==> config.mk <==
export PLATFORM = sky130hd
export DESIGN_NAME = ps2_key_decoder
export DESIGN_NICKNAME = d
export VERILOG_FILES = /design/src/rtl/ps2_key_pkg.sv /design/src/rtl/ps2_arrow_tracker.sv /design/src/rtl/ps2_key_decoder.sv
export SDC_FILE = /design/constraint.sdc
export NUM_CORES = 1
export LEC_CHECK = 0
export BUFFER_PORTS_ARGS = -buffer_cell sky130_fd_sc_hd__buf_2
export CAP_MARGIN = 15
export CORE_MARGIN = 2
export CORE_UTILIZATION = 44
export CTS_BUF_LIST = sky130_fd_sc_hd__clkbuf_4
export DETAILED_ROUTE_END_ITERATION = 7
export PLACE_DENSITY = 0.6
export SLEW_MARGIN = 20
export SYNTH_ARGS = -nofsm -noshare
export SYNTH_HDL_FRONTEND = slang
export SYNTH_SLANG_ARGS = --single-unit
==> constraint.sdc <==
create_clock -name clk -period 5.3 [get_ports clk]
set_clock_uncertainty 0.1 [all_clocks]
set_input_delay 1.06 -clock clk [delete_from_list [all_inputs] [get_ports clk]]
set_output_delay 1.06 -clock clk [all_outputs]
set_load 0.05 [all_outputs]
==> src/rtl/ps2_key_pkg.sv <==
// Shared constants, types and helpers for the PS/2 key decoder:
// scan-code bytes, prefix FSM states and arrow movement codes.
package ps2_key_pkg;

  localparam logic [7:0] BYTE_E0    = 8'hE0;
  localparam logic [7:0] BYTE_F0    = 8'hF0;
  localparam logic [7:0] BYTE_E1    = 8'hE1;
  localparam logic [7:0] BYTE_AA    = 8'hAA;
  localparam logic [7:0] BYTE_FA    = 8'hFA;
  localparam logic [7:0] BYTE_EE    = 8'hEE;
  localparam logic [7:0] BYTE_FC    = 8'hFC;
  localparam logic [7:0] FAKE_SH_12 = 8'h12;
  localparam logic [7:0] FAKE_SH_59 = 8'h59;
  localparam logic [7:0] ARROW_UP    = 8'h75;
  localparam logic [7:0] ARROW_DOWN  = 8'h72;
  localparam logic [7:0] ARROW_LEFT  = 8'h6B;
  localparam logic [7:0] ARROW_RIGHT = 8'h74;

  typedef enum logic [1:0] {
    ST_IDLE    = 2'd0,
    ST_EXT     = 2'd1,
    ST_BRK     = 2'd2,
    ST_EXT_BRK = 2'd3
  } state_e;

  typedef enum logic [2:0] {
    MOVE_NONE  = 3'd0,
    MOVE_UP    = 3'd1,
    MOVE_DOWN  = 3'd2,
    MOVE_LEFT  = 3'd3,
    MOVE_RIGHT = 3'd4
  } move_e;

  // Bytes that carry no key information when seen outside a sequence.
  function automatic logic is_dropped(input logic [7:0] code);
    return (code == BYTE_E1) || (code == BYTE_AA) || (code == BYTE_FA) ||
           (code == BYTE_EE) || (code == BYTE_FC);
  endfunction

  function automatic logic is_fake_shift(input logic [7:0] code);
    return (code == FAKE_SH_12) || (code == FAKE_SH_59);
  endfunction

  // One-hot {right,left,down,up}; zero for non-arrow codes.
  function automatic logic [3:0] arrow_onehot(input logic [7:0] code);
    case (code)
      ARROW_UP:    return 4'b0001;
      ARROW_DOWN:  return 4'b0010;
      ARROW_LEFT:  return 4'b0100;
      ARROW_RIGHT: return 4'b1000;
      default:     return 4'b0000;
    endcase
  endfunction

  // Priority up > down > left > right; also maps a one-hot arrow to its code.
  function automatic move_e move_from_held(input logic [3:0] held);
    if (held[0]) return MOVE_UP;
    if (held[1]) return MOVE_DOWN;
    if (held[2]) return MOVE_LEFT;
    if (held[3]) return MOVE_RIGHT;
    return MOVE_NONE;
  endfunction

endpackage

==> src/rtl/ps2_arrow_tracker.sv <==
// Tracks which arrow keys are held and derives the registered movement code
// and typematic-repeat flag from completed key events.
module ps2_arrow_tracker
  import ps2_key_pkg::*;
(
  input  logic       clk,
  input  logic       reset,
  input  logic       ev_valid,
  input  logic [7:0] ev_code,
  input  logic       ev_make,
  input  logic       ev_ext,
  output logic [3:0] held,
  output logic [2:0] move,
  output logic       key_repeat
);

  logic [3:0] held_q, held_d;
  move_e      move_q, move_d;
  logic       repeat_q, repeat_d;
  logic [3:0] arrow;

  always_comb begin
    // NOTE: every signal gets a default first so no path leaves it unassigned (no latch).
    held_d   = held_q;
    move_d   = move_q;
    repeat_d = 1'b0;
    arrow    = ev_ext ? arrow_onehot(ev_code) : 4'b0000;
    if (ev_valid && (arrow != 4'b0000)) begin
      if (ev_make) begin
        repeat_d = |(held_q & arrow);
        held_d   = held_q | arrow;
        move_d   = move_from_held(arrow);
      end else begin
        held_d = held_q & ~arrow;
        // Releasing the active direction falls back to the best remaining one.
        if (move_q == move_from_held(arrow)) move_d = move_from_held(held_d);
      end
    end
  end

  // NOTE: state registers use non-blocking assignments so all flops update together.
  always_ff @(posedge clk or posedge reset) begin
    if (reset) begin
      held_q   <= 4'b0000;
      move_q   <= MOVE_NONE;
      repeat_q <= 1'b0;
    end else begin
      held_q   <= held_d;
      move_q   <= move_d;
      repeat_q <= repeat_d;
    end
  end

  assign held       = held_q;
  assign move       = move_q;
  assign key_repeat = repeat_q;

endmodule

==> src/rtl/ps2_key_decoder.sv <==
// Assembles raw PS/2 scan-code bytes into key events (code, make/break, E0 flag),
// discarding stale prefixes after a timeout, and tracks arrow-key movement.
module ps2_key_decoder
  import ps2_key_pkg::*;
#(
  parameter int TIMEOUT_CYCLES = 2500000,
  parameter int TO_W           = 22
) (
  input  logic       clk,
  input  logic       reset,
  input  logic       key_en,
  input  logic [7:0] key_data,
  output logic [7:0] keycode,
  output logic       key_make,
  output logic       key_ext,
  output logic       key_valid,
  output logic       key_repeat,
  output logic [3:0] held,
  output logic [2:0] move
);

  localparam logic [TO_W-1:0] TO_LAST = TO_W'(TIMEOUT_CYCLES - 1);

  state_e          state_q, state_d;
  logic [TO_W-1:0] cnt_q, cnt_d;
  logic [7:0]      keycode_q, keycode_d;
  logic            make_q, make_d;
  logic            ext_q, ext_d;
  logic            valid_q;
  logic            ev_valid, ev_make, ev_ext;

  always_comb begin
    state_d  = state_q;
    cnt_d    = cnt_q;
    ev_valid = 1'b0;
    ev_make  = 1'b0;
    ev_ext   = 1'b0;
    if (key_en) begin
      // A byte arriving on the expiry cycle still belongs to the open sequence.
      cnt_d = '0;
      case (state_q)
        ST_IDLE: begin
          if (key_data == BYTE_E0)      state_d = ST_EXT;
          else if (key_data == BYTE_F0) state_d = ST_BRK;
          else if (!is_dropped(key_data)) begin
            ev_valid = 1'b1;
            ev_make  = 1'b1;
          end
        end
        ST_EXT: begin
          if (key_data == BYTE_F0) state_d = ST_EXT_BRK;
          else begin
            state_d = ST_IDLE;
            if (!is_fake_shift(key_data)) begin
              ev_valid = 1'b1;
              ev_make  = 1'b1;
              ev_ext   = 1'b1;
            end
          end
        end
        ST_BRK: begin
          state_d  = ST_IDLE;
          ev_valid = 1'b1;
        end
        ST_EXT_BRK: begin
          state_d = ST_IDLE;
          if (!is_fake_shift(key_data)) begin
            ev_valid = 1'b1;
            ev_ext   = 1'b1;
          end
        end
        default: state_d = ST_IDLE;
      endcase
    end else if (state_q != ST_IDLE) begin
      if (cnt_q == TO_LAST) begin
        state_d = ST_IDLE;
        cnt_d   = '0;
      end else begin
        cnt_d = cnt_q + TO_W'(1);
      end
    end
  end

  always_comb begin
    keycode_d = ev_valid ? key_data : keycode_q;
    make_d    = ev_valid ? ev_make  : make_q;
    ext_d     = ev_valid ? ev_ext   : ext_q;
  end

  always_ff @(posedge clk or posedge reset) begin
    if (reset) begin
      state_q   <= ST_IDLE;
      cnt_q     <= '0;
      keycode_q <= 8'h00;
      make_q    <= 1'b0;
      ext_q     <= 1'b0;
      valid_q   <= 1'b0;
    end else begin
      state_q   <= state_d;
      cnt_q     <= cnt_d;
      keycode_q <= keycode_d;
      make_q    <= make_d;
      ext_q     <= ext_d;
      valid_q   <= ev_valid;
    end
  end

  ps2_arrow_tracker u_arrow (
    .clk        (clk),
    .reset      (reset),
    .ev_valid   (ev_valid),
    .ev_code    (key_data),
    .ev_make    (ev_make),
    .ev_ext     (ev_ext),
    .held       (held),
    .move       (move),
    .key_repeat (key_repeat)
  );

  assign keycode   = keycode_q;
  assign key_make  = make_q;
  assign key_ext   = ext_q;
  assign key_valid = valid_q;

endmodule
==> qor.txt, run 1 <==
Clock root buffer: sky130_fd_sc_hd__clkbuf_4
Overall fraction of global-route tracks in use: 18.98%
CORE AREA: 5473 um^2
Switching pwr: 0.1842 mW
Fraction of registers with async set or reset after synthesis: 100.0%
Max FO, Critical Path: 9
Period utilization: 51.45%
# clock sinks: 43
Flip-flop and latch area: 1076 um^2
Die span in y: 79.09 um
End of the worst register-to-register path: u_arrow.move[2]
Launch point of the worst path: key_data[6]
Path class of the lowest-slack min-delay path: reg -> reg
Fraction of met1 tracks used by global routing: 25.22%
I/O pin cnt: 30
Final Wtd Congestion: 0.8352
Arrival time worst endpoint: 2.88 ns
Area used by multi-input combinational logic: 1329 um^2
Maximum VDD drop: 0.1504 mV
Total nets after synthesis: 265
Layout overhead on the synthesized area: 11.20%
RSZ-0062 raised after global routing: false
Final Max Tran Viols: 0
Number of buffers inserted by port buffering: 29
Share of total power in sequential cells: 53.1%
Wire length of the first global-routing pass: 9425 um
Hold violation count in the final report: 0
EDFF count, synth: 0
Critical path start-end classification: in -> reg
Crit path required time: 5.46 ns
Maximum number of pins on one net before global-route repair: 44
Buffers inserted by post-CTS timing repair: 0
Clock share of power: 32.4%
Post-CTS Hold Buffers: 0
Mapped Area: 2481 um^2
Worst setup path endpoint: u_arrow.move[2]
TritonCTS buffer count: 5
Fraction of layout instances using a drive strength above 1: 18.86%
Maxcap violations: 0
Via count of the first global-routing pass: 1987
Most frequent standard cell in the layout excluding fill and tap cells: sky130_fd_sc_hd__dfrtp_1
PwrDens: 235.7 nW/um^2
Initial antenna violation count: 0
Clock tree buffer depth: 2
Global-route track usage on met2: 30.34%
Number of cell instances on the worst register-to-register path: 5
Remaining design rule violation count: 0
Number of H-tree levels: 2
Number of detailed-routing iterations run before antenna repair: 4
Quantity of gates resized following cts: 0
Number of synthesized register bits: 43
TNS Setup: 0 ns
Most common flop cell mapped by yosys: sky130_fd_sc_hd__dfrtp_1
Number of distinct library cell variants in the gate-level netlist after synthesis: 56
Latest clock arrival within the worst-skew pair: 0.36 ns
Max Clock Freq: 366.7 MHz
Category of the worst setup path capture point: flop
Worst-Margin Slew: 0.8549 ns
Most Used Layer, Global Route: met2
Synth Area per Inst: 9.807 um^2
Comb power frac: 14.5%
Minimum clock period: 2.727 ns
Die footprint: 6255 um^2
Gr ovfl total: 0
Row count: 27
Met3 demand-to-capacity share in global routing: 3.523%
Startpoint kind of the worst setup timing path: input pin
Worst max-slew margin expressed relative to the limit: 42.57%
Clock transition at path regs: 0.13 ns
Number of nets with antenna violations after detailed routing: 0
Detailed placement HPWL: 3859 um
Power Internal: 0.4661 mW
Die Width: 79.09 um
Starting DRC count in detailed routing: 76
P_leak: 1.230 nW
Status: finished clean
Count of filler cells inserted in the layout: 528
Synthesis warning total: 0
Seq/Total Area, Yosys: 43.37%
Startpoint of the lowest-slack register-to-register path: state_q[0]
Setup Viol. Count Final: 0
Vias per cell: 5.737
Sw Share: 28.32%
Average wire length per cell after detail routing: 15.21 um
Post-detailed-routing wire length: 5370 um
Power Total: 0.6503 mW
TritonCTS clock tree: yes
Fin nets: 292
N_diodes: 0
Highest-count cells in the layout ignoring fill and taps: sky130_fd_sc_hd__dfrtp_1 (43), sky130_fd_sc_hd__buf_2 (29), sky130_fd_sc_hd__nor2_1 (23), sky130_fd_sc_hd__nand2_1 (23), sky130_fd_sc_hd__o21ai_0 (20)
Via count: 2025
Starting density of the core: 45.34%
Worst R2R Setup Slack: 2.95 ns
Synth Instances: 253
power by group through the flow:
stage	Combinational [mW]	Clock, mW	Sequential [mW]
4_1_cts	0.0957	0.220	0.345
2_1_floorplan	0.0434	0	0.378
3_3_place_gp	0.0949	0	0.351
5_1_grt	0.103	0.235	0.346
3_5_place_dp	0.0952	0	0.351
6_report	0.0944	0.211	0.345
per-stage QoR:
step	worst slack [ns]	cells	utilization, %	cell area [um^2]	hold WS (ns)
after floorplan	2.366	253	-	2481	0.3370
after global placement	2.209	345	48.93	2678	0.3953
after detailed placement	2.182	345	48.93	2678	0.3897
after CTS	2.586	353	50.41	2759	0.4178
after global routing	2.495	353	50.41	2759	0.4395
final	2.573	353	50.41	2759	0.4207
area by class of cell:
class	count	share of cell area [%]
Sequential cell	43	39.00
Multi-Input combinational cell	192	48.16
Tap cell	72	3.265
Clock inverter	3	1.587
Timing Repair Buffer	30	5.533
Inverter	8	1.088
Clock buffer	5	1.361
worst min-delay path by stage:
stage                     startpoint    endpoint  slack (ns)  cells past startpoint
final                      cnt_q[21]   cnt_q[21]        0.42                      1
after global routing      keycode[2]  keycode[2]        0.44                      1
after CTS                  cnt_q[21]   cnt_q[21]        0.42                      1
after detailed placement  keycode[3]  keycode[3]        0.39                      1
after global placement    keycode[3]  keycode[3]        0.40                      1
after floorplan            cnt_q[21]   cnt_q[21]        0.34                      1
critical path, cell delays in order:
cell	delay, ns
sky130_fd_sc_hd__buf_2	0.14
sky130_fd_sc_hd__and2_1	0.18
sky130_fd_sc_hd__and4_1	0.25
sky130_fd_sc_hd__a221o_1	0.33
sky130_fd_sc_hd__nand4b_4	0.27
sky130_fd_sc_hd__a32oi_2	0.30
sky130_fd_sc_hd__mux2_1	0.36
synthesized netlist by cell type, types with 3 or more instances:
master | instances | area share (%)
sky130_fd_sc_hd__dfrtp_1 | 43 | 43
sky130_fd_sc_hd__nand2_1 | 23 | 3.5
sky130_fd_sc_hd__nor2_1 | 23 | 3.5
sky130_fd_sc_hd__o21ai_0 | 20 | 4.0
sky130_fd_sc_hd__nand3_1 | 10 | 2.0
sky130_fd_sc_hd__nand4_1 | 9 | 2.3
sky130_fd_sc_hd__xor2_1 | 9 | 3.2
sky130_fd_sc_hd__inv_1 | 8 | 1.2
sky130_fd_sc_hd__mux2_4 | 8 | 4.8
sky130_fd_sc_hd__clkbuf_1 | 6 | 0.91
sky130_fd_sc_hd__nand2b_1 | 6 | 1.5
sky130_fd_sc_hd__and2_1 | 5 | 1.3
sky130_fd_sc_hd__and3_1 | 5 | 1.3
sky130_fd_sc_hd__xnor2_1 | 5 | 1.8
sky130_fd_sc_hd__a31oi_1 | 4 | 1.0
sky130_fd_sc_hd__and4_1 | 4 | 1.4
sky130_fd_sc_hd__mux2i_1 | 4 | 1.6
sky130_fd_sc_hd__nand4b_1 | 4 | 1.4
sky130_fd_sc_hd__nor3_1 | 4 | 0.81
sky130_fd_sc_hd__nor4_1 | 4 | 1.0
sky130_fd_sc_hd__nor2b_1 | 3 | 0.76
sky130_fd_sc_hd__o31ai_1 | 3 | 0.91
sequential cells by signal, summed over array words and instances, names as in the netlist, named ones only:
name / count
u_arrow.move: 3
key_ext: 1
u_arrow.key_repeat: 1
key_valid: 1
cnt_q: 22
key_make: 1
state_q: 2
keycode: 8
logic make-up after synthesis:
family	after synthesis	synth area share (%)
multiplexers	14	7.363
adder cells (fa/ha/maj)	1	0.5042
buffers and inverters	18	3.076
XOR/XNOR	14	4.942
flip-flops	43	43.37
AND/OR/NAND/NOR	114	26.42
AO/OA/AOI/OAI	49	14.32
per-layer routing:
| metal | wire [um] | part of all wire (%) | vias to the layer above |
|---|---|---|---|
| met5 | 0 | 0 | - |
| met4 | 100 | 1.9 | 0 |
| met3 | 224 | 4.2 | 8 |
| met2 | 2514 | 47 | 46 |
| met1 | 2531 | 47 | 981 |
| li1 | - | - | 990 |
No activity file was read; power rests on OpenSTA's default activity.
==> run 2: changes to the inputs <==
Settings changed: ABC_AREA set to 1.
Clock period 5.3 ns to 2.6 ns, I/O delays scaled along.
==> qor.txt, run 2 <==
Detailed placement HPWL: 4514 um
Minimum clock period: 2.095 ns
Maximum VDD drop: 0.3520 mV
Crit path required time: 2.77 ns
Flip-flop count of the largest register, all copies and words added: 22
Maxcap violations: 0
Hold violation count in the final report: 0
Vias per cell: 5.021
Number of buffers inserted by port buffering: 29
Quantity of gates resized following cts: 0
Status: finished clean
Number of detailed-routing iterations run before antenna repair: 4
CORE AREA: 5540 um^2
Largest reg by FF count: cnt_q
Clock transition at path regs: 0.13 ns
Initial antenna violation count: 0
Fin nets: 405
N_diodes: 0
Highest-count cells in the layout ignoring fill and taps: sky130_fd_sc_hd__nand2_1 (100), sky130_fd_sc_hd__dfrtp_1 (43), sky130_fd_sc_hd__nor2_1 (40), sky130_fd_sc_hd__inv_1 (40), sky130_fd_sc_hd__buf_2 (29)
Placed Area: 2784 um^2
Post-detailed-routing wire length: 5787 um
Synth Instances: 355
Period utilization: 80.56%
Gr ovfl total: 0
Setup Viol. Count Final: 0
Post-CTS Hold Buffers: 0
Power Total: 1.672 mW
Layout overhead on the synthesized area: 13.17%
Clock root buffer: sky130_fd_sc_hd__clkbuf_4
Overall fraction of global-route tracks in use: 20.38%
Worst-Margin Slew: 0.6902 ns
Number of H-tree levels: 2
P_leak: 1.513 nW
Startpoint of the lowest-slack register-to-register path: cnt_q[0]
Top post-synthesis cells by area: sky130_fd_sc_hd__dfrtp_1 (43%), sky130_fd_sc_hd__nand2_1 (15%), sky130_fd_sc_hd__inv_1 (6.1%)
Die span in y: 79.79 um
Share of Yosys cell area claimed by the top area cell type: 42.57%
TritonCTS clock tree: yes
Worst R2R Setup Slack: 0.51 ns
Row count: 27
Cell with the most instances after synthesis: sky130_fd_sc_hd__nand2_1
EDFF count, synth: 0
Average wire length per cell after detail routing: 12.42 um
Maximum number of pins on one net before global-route repair: 20
I/O pin cnt: 30
Number of distinct library cell variants in the gate-level netlist after synthesis: 34
Worst max-slew margin expressed relative to the limit: 53.70%
Remaining design rule violation count: 0
Synth Area per Inst: 7.120 um^2
Via count: 2340
Most common flop cell mapped by yosys: sky130_fd_sc_hd__dfrtp_1
Max FO, Critical Path: 4
Die Width: 79.79 um
Final Max Tran Viols: 0
Starting DRC count in detailed routing: 74
Category of the worst setup path capture point: flop
Mapped Area: 2527 um^2
Arrival time worst endpoint: 2.26 ns
Clock tree buffer depth: 2
Max Clock Freq: 477.4 MHz
Most frequent standard cell in the layout excluding fill and tap cells: sky130_fd_sc_hd__nand2_1
Final Wtd Congestion: 0.8789
Total nets after synthesis: 367
Latest clock arrival within the worst-skew pair: 0.36 ns
Starting density of the core: 45.62%
Synthesis warning total: 0
End of the worst register-to-register path: cnt_q[18]
Commonest cells in the netlist: sky130_fd_sc_hd__nand2_1 (100), sky130_fd_sc_hd__dfrtp_1 (43), sky130_fd_sc_hd__inv_1 (41)
Fraction of registers with async set or reset after synthesis: 100.0%
Wire length of the first global-routing pass: 10210 um
Number of nets with antenna violations after detailed routing: 0
Buffers inserted by post-CTS timing repair: 0
Via count of the first global-routing pass: 2243
Path class of the lowest-slack min-delay path: in -> async
PwrDens: 584.4 nW/um^2
TritonCTS buffer count: 5
Cell type with the highest aggregate area in the netlist: sky130_fd_sc_hd__dfrtp_1
Final Instance Area: 2860 um^2
Startpoint kind of the worst setup timing path: flop
RSZ-0062 raised after global routing: false
Fraction of layout instances using a drive strength above 1: 17.77%
Number of cell instances on the worst register-to-register path: 9
Die footprint: 6366 um^2
Seq/Total Area, Yosys: 42.57%
# clock sinks: 43
TNS Setup: 0 ns
Critical path start-end classification: reg -> reg
Number of synthesized register bits: 43
-- run 2: cell types whose count changed in the layout (fill, tap and decap cells not counted), moves of 5 or more --
cell	delta
sky130_fd_sc_hd__mux2_4	-8
sky130_fd_sc_hd__nor2_1	+17
sky130_fd_sc_hd__nor3_1	+8
sky130_fd_sc_hd__nand3_1	+12
sky130_fd_sc_hd__nand2_2	+6
sky130_fd_sc_hd__and2_1	-5
sky130_fd_sc_hd__nand2_1	+77
sky130_fd_sc_hd__xor2_1	-7
sky130_fd_sc_hd__a21oi_1	+12
sky130_fd_sc_hd__inv_1	+33
sky130_fd_sc_hd__nand2b_1	-6
sky130_fd_sc_hd__nor2_2	+5
sky130_fd_sc_hd__inv_2	+9
-- run 2: worst max-delay path by stage --
stage,from,to,cells past startpoint
after global routing,cnt_q[0],cnt_q[18],9
final,cnt_q[0],cnt_q[18],9
after global placement,key_data[2],u_arrow.move[2],15
after CTS,cnt_q[0],cnt_q[18],9
after floorplan,key_data[1],u_arrow.move[0],12
after detailed placement,key_data[1],u_arrow.move[2],15
-- run 2: cell families (layout without fill, tap and decap cells) --
group | Yosys count | in the layout | share of synthesized area (%)
and+or+nand+nor | 207 | 207 | 37.53
buffers and inverters | 53 | 92 | 7.920
AOI/OAI and AO/OA | 48 | 48 | 10.45
DFF | 43 | 43 | 42.57
xor gates and xnor gates | 3 | 3 | 1.040
adders and majority gates | 1 | 1 | 0.4950
-- run 2: per-stage QoR --
stage / utilization [%] / worst slack, ns / cells / hold WS (ns)
4_1_cts: 51.63 / 0.4925 / 466 / 0.05553
3_5_place_dp: 50.25 / 0.3210 / 458 / 0.3589
6_report: 51.63 / 0.5055 / 466 / 0.05613
3_3_place_gp: 50.25 / 0.3300 / 458 / 0.3534
5_1_grt: 51.63 / 0.2604 / 466 / 0.07722
2_1_floorplan: - / 0.7420 / 355 / 0.3454
-- run 2: worst max-delay path: stages (launching register included) --
cell,delay [ns]
sky130_fd_sc_hd__dfrtp_1,0.41
sky130_fd_sc_hd__ha_1,0.22
sky130_fd_sc_hd__nand3_1,0.09
sky130_fd_sc_hd__nor3_1,0.24
sky130_fd_sc_hd__nand3_1,0.20
sky130_fd_sc_hd__nor2_1,0.25
sky130_fd_sc_hd__nand4_1,0.15
sky130_fd_sc_hd__nor2_1,0.16
sky130_fd_sc_hd__a21oi_1,0.08
sky130_fd_sc_hd__o21a_1,0.10
-- run 2: power breakdown --
group	leakage [nW]	switching, mW	total [mW]	internal, mW
registers	0.577	0.0487	0.776	0.727
clock network	0.0426	0.222	0.420	0.198
logic	0.894	0.351	0.476	0.125
total	1.51	0.622	1.67	1.05
-- run 2: cell type report --
cell class	instances	area, um^2
clock inverter	3	38.79
multi-input combinational	259	1251
timing repair buffer	33	175.2
sequential	43	1076
inverter	51	191.4
tap	72	90.09
fill	591	2680
clock buffer	5	37.54
-- run 2: metal layers --
layer	vias up	GRT usage, %	part of all wire (%)
li1	1219	-	-
met5	-	0	0
met2	44	35.38	50
met4	0	6.271	1.3
met3	5	3.733	3.1
met1	1072	25.72	45
==> run 3: changes to the inputs <==
Settings changed: PLACE_DENSITY 0.6 to 0.62.
Clock period 2.6 ns to 1.85 ns, I/O delays scaled along.
==> qor.txt, run 3 (synthesized netlist as in run 2, its figures left out) <==
Vias per cell: 4.977
Gr ovfl total: 0
Maximum number of pins on one net before global-route repair: 34
Maximum VDD drop: 0.5312 mV
Post-Place Setup Slack: -0.1968 ns
Fraction of layout instances using a drive strength above 1: 32.96%
Max FO, Critical Path: 3
Starting DRC count in detailed routing: 116
RSZ-0062 raised after global routing: true
Category of the worst setup path capture point: flop
Flip-flop count of the largest register, all copies and words added: 22
Via count of the first global-routing pass: 2480
CORE AREA: 5540 um^2
TNS Setup: -0.01740 ns
Average wire length per cell after detail routing: 12.17 um
Count of filler cells inserted in the layout: 516
Placed Area: 3089 um^2
Initial antenna violation count: 0
Period utilization: 100.9%
Via count: 2578
Clock root buffer: sky130_fd_sc_hd__clkbuf_4
Detailed placement HPWL: 4626 um
Number of cells after detailed placement: 497
Min setup slack post-route: -0.01740 ns
# clock sinks: 43
TritonCTS buffer count: 5
Flip-flop and latch area: 1077 um^2
Wire length of the first global-routing pass: 10620 um
Clock tree buffer depth: 2
Die span in y: 79.79 um
Die Width: 79.79 um
P_leak: 1.793 nW
Area used by multi-input combinational logic: 1360 um^2
Latest clock arrival within the worst-skew pair: 0.35 ns
Maxcap violations: 0
Hold slack final: 0.2440 ns
Final Instance Area: 3358 um^2
Worst max-slew margin expressed relative to the limit: 71.14%
Highest-count cells in the layout ignoring fill and taps: sky130_fd_sc_hd__nand2_1 (93), sky130_fd_sc_hd__buf_4 (53), sky130_fd_sc_hd__dfrtp_1 (42)
Minimum clock period: 1.867 ns
Power Total: 2.467 mW
Worst-Margin Slew: 0.4303 ns
Most frequent standard cell in the layout excluding fill and tap cells: sky130_fd_sc_hd__nand2_1
TritonCTS clock tree: yes
Row count: 27
Arrival time worst endpoint: 2.03 ns
Overall fraction of global-route tracks in use: 20.69%
Post-detailed-routing wire length: 6305 um
Final Instance Count excl. Fillers: 518
Remaining design rule violation count: 0
Path class of the lowest-slack min-delay path: in -> reg
Die footprint: 6366 um^2
Failing checks: negative setup slack
Starting density of the core: 45.62%
N_diodes: 0
Final Wtd Congestion: 0.9109
Final Max Tran Viols: 0
Critical path start-end classification: reg -> reg
PwrDens: 734.5 nW/um^2
Number of H-tree levels: 2
Layout overhead on the synthesized area: 32.87%
Number of buffers inserted by port buffering: 29
Number of detailed-routing iterations run before antenna repair: 4
Clock transition at path regs: 0.13 ns
Startpoint kind of the worst setup timing path: flop
Setup Viol. Count Final: 1
Final Util: 60.61%
Status: finished with violations
Hold violation count in the final report: 0
I/O pin cnt: 30
Largest reg by FF count: cnt_q
Crit path required time: 2.01 ns
Max Clock Freq: 535.5 MHz
Fin nets: 457
Number of nets with antenna violations after detailed routing: 0
==> run 3: report_power, final <==
| group | internal (mW) | leakage [nW] | switching [mW] |
|---|---|---|---|
| Sequential | 1.02 | 0.575 | 0.0694 |
| Combinational | 0.344 | 1.19 | 0.566 |
| Clock | 0.156 | 0.0307 | 0.309 |
| Total | 1.52 | 1.79 | 0.945 |
==> run 3: path summary, 6_finish.rpt <==
kind	start	to	slack [ns]	depth (start not counted)
worst max-delay path	cnt_q[0]	cnt_q[18]	-0.02	9
worst min-delay path	key_en	state_q[1]	0.24	3
worst max register to register	cnt_q[0]	cnt_q[18]	-0.02	9
worst min register to register	key_make	key_make	0.39	2
max in group asynchronous	reset	cnt_q[19]	0.77	4
min in group asynchronous	reset	keycode[1]	0.38	3
==> run 3: cell type report <==
class                      count  share of cell area, %
multi-input combinational    259                  40.50
sequential                    43                  32.08
timing repair buffer          85                  17.40
inverter                      51                  5.775
tap                           72                  2.683
clock buffer                   6                  1.341
clock inverter                 2                 0.2235
==> run 3: routing by layer <==
metal  routed length, um  share of wire, %  vias up  track usage [%]
li1                    -                 -     1324                -
met1                2867                45     1199            26.63
met2                3133                50       46            36.22
met3                 220               3.5        9            3.394
met4                  84               1.3        0            5.085
met5                   0                 0        -                0
==> run 3: critical path: stages, from the launching register on <==
cell and delay, ns:
sky130_fd_sc_hd__dfrtp_1 0.42, sky130_fd_sc_hd__ha_1 0.21, sky130_fd_sc_hd__nand3_1 0.11, sky130_fd_sc_hd__nor3_2 0.20, sky130_fd_sc_hd__nand3_1 0.14, sky130_fd_sc_hd__nor2_1 0.15
sky130_fd_sc_hd__nand4_1 0.14, sky130_fd_sc_hd__nor2_2 0.13, sky130_fd_sc_hd__a21oi_1 0.07, sky130_fd_sc_hd__o21a_1 0.10
==> run 3: timing repair <==
action                                  4_1_cts  5_1_grt
hold buffers                                  1        0
endpoints found under the hold margin        10        0
setup buffers                                 0       12
gates resized for setup                       2       37
pin swaps                                     0       20
endpoints found under the setup margin       13       26
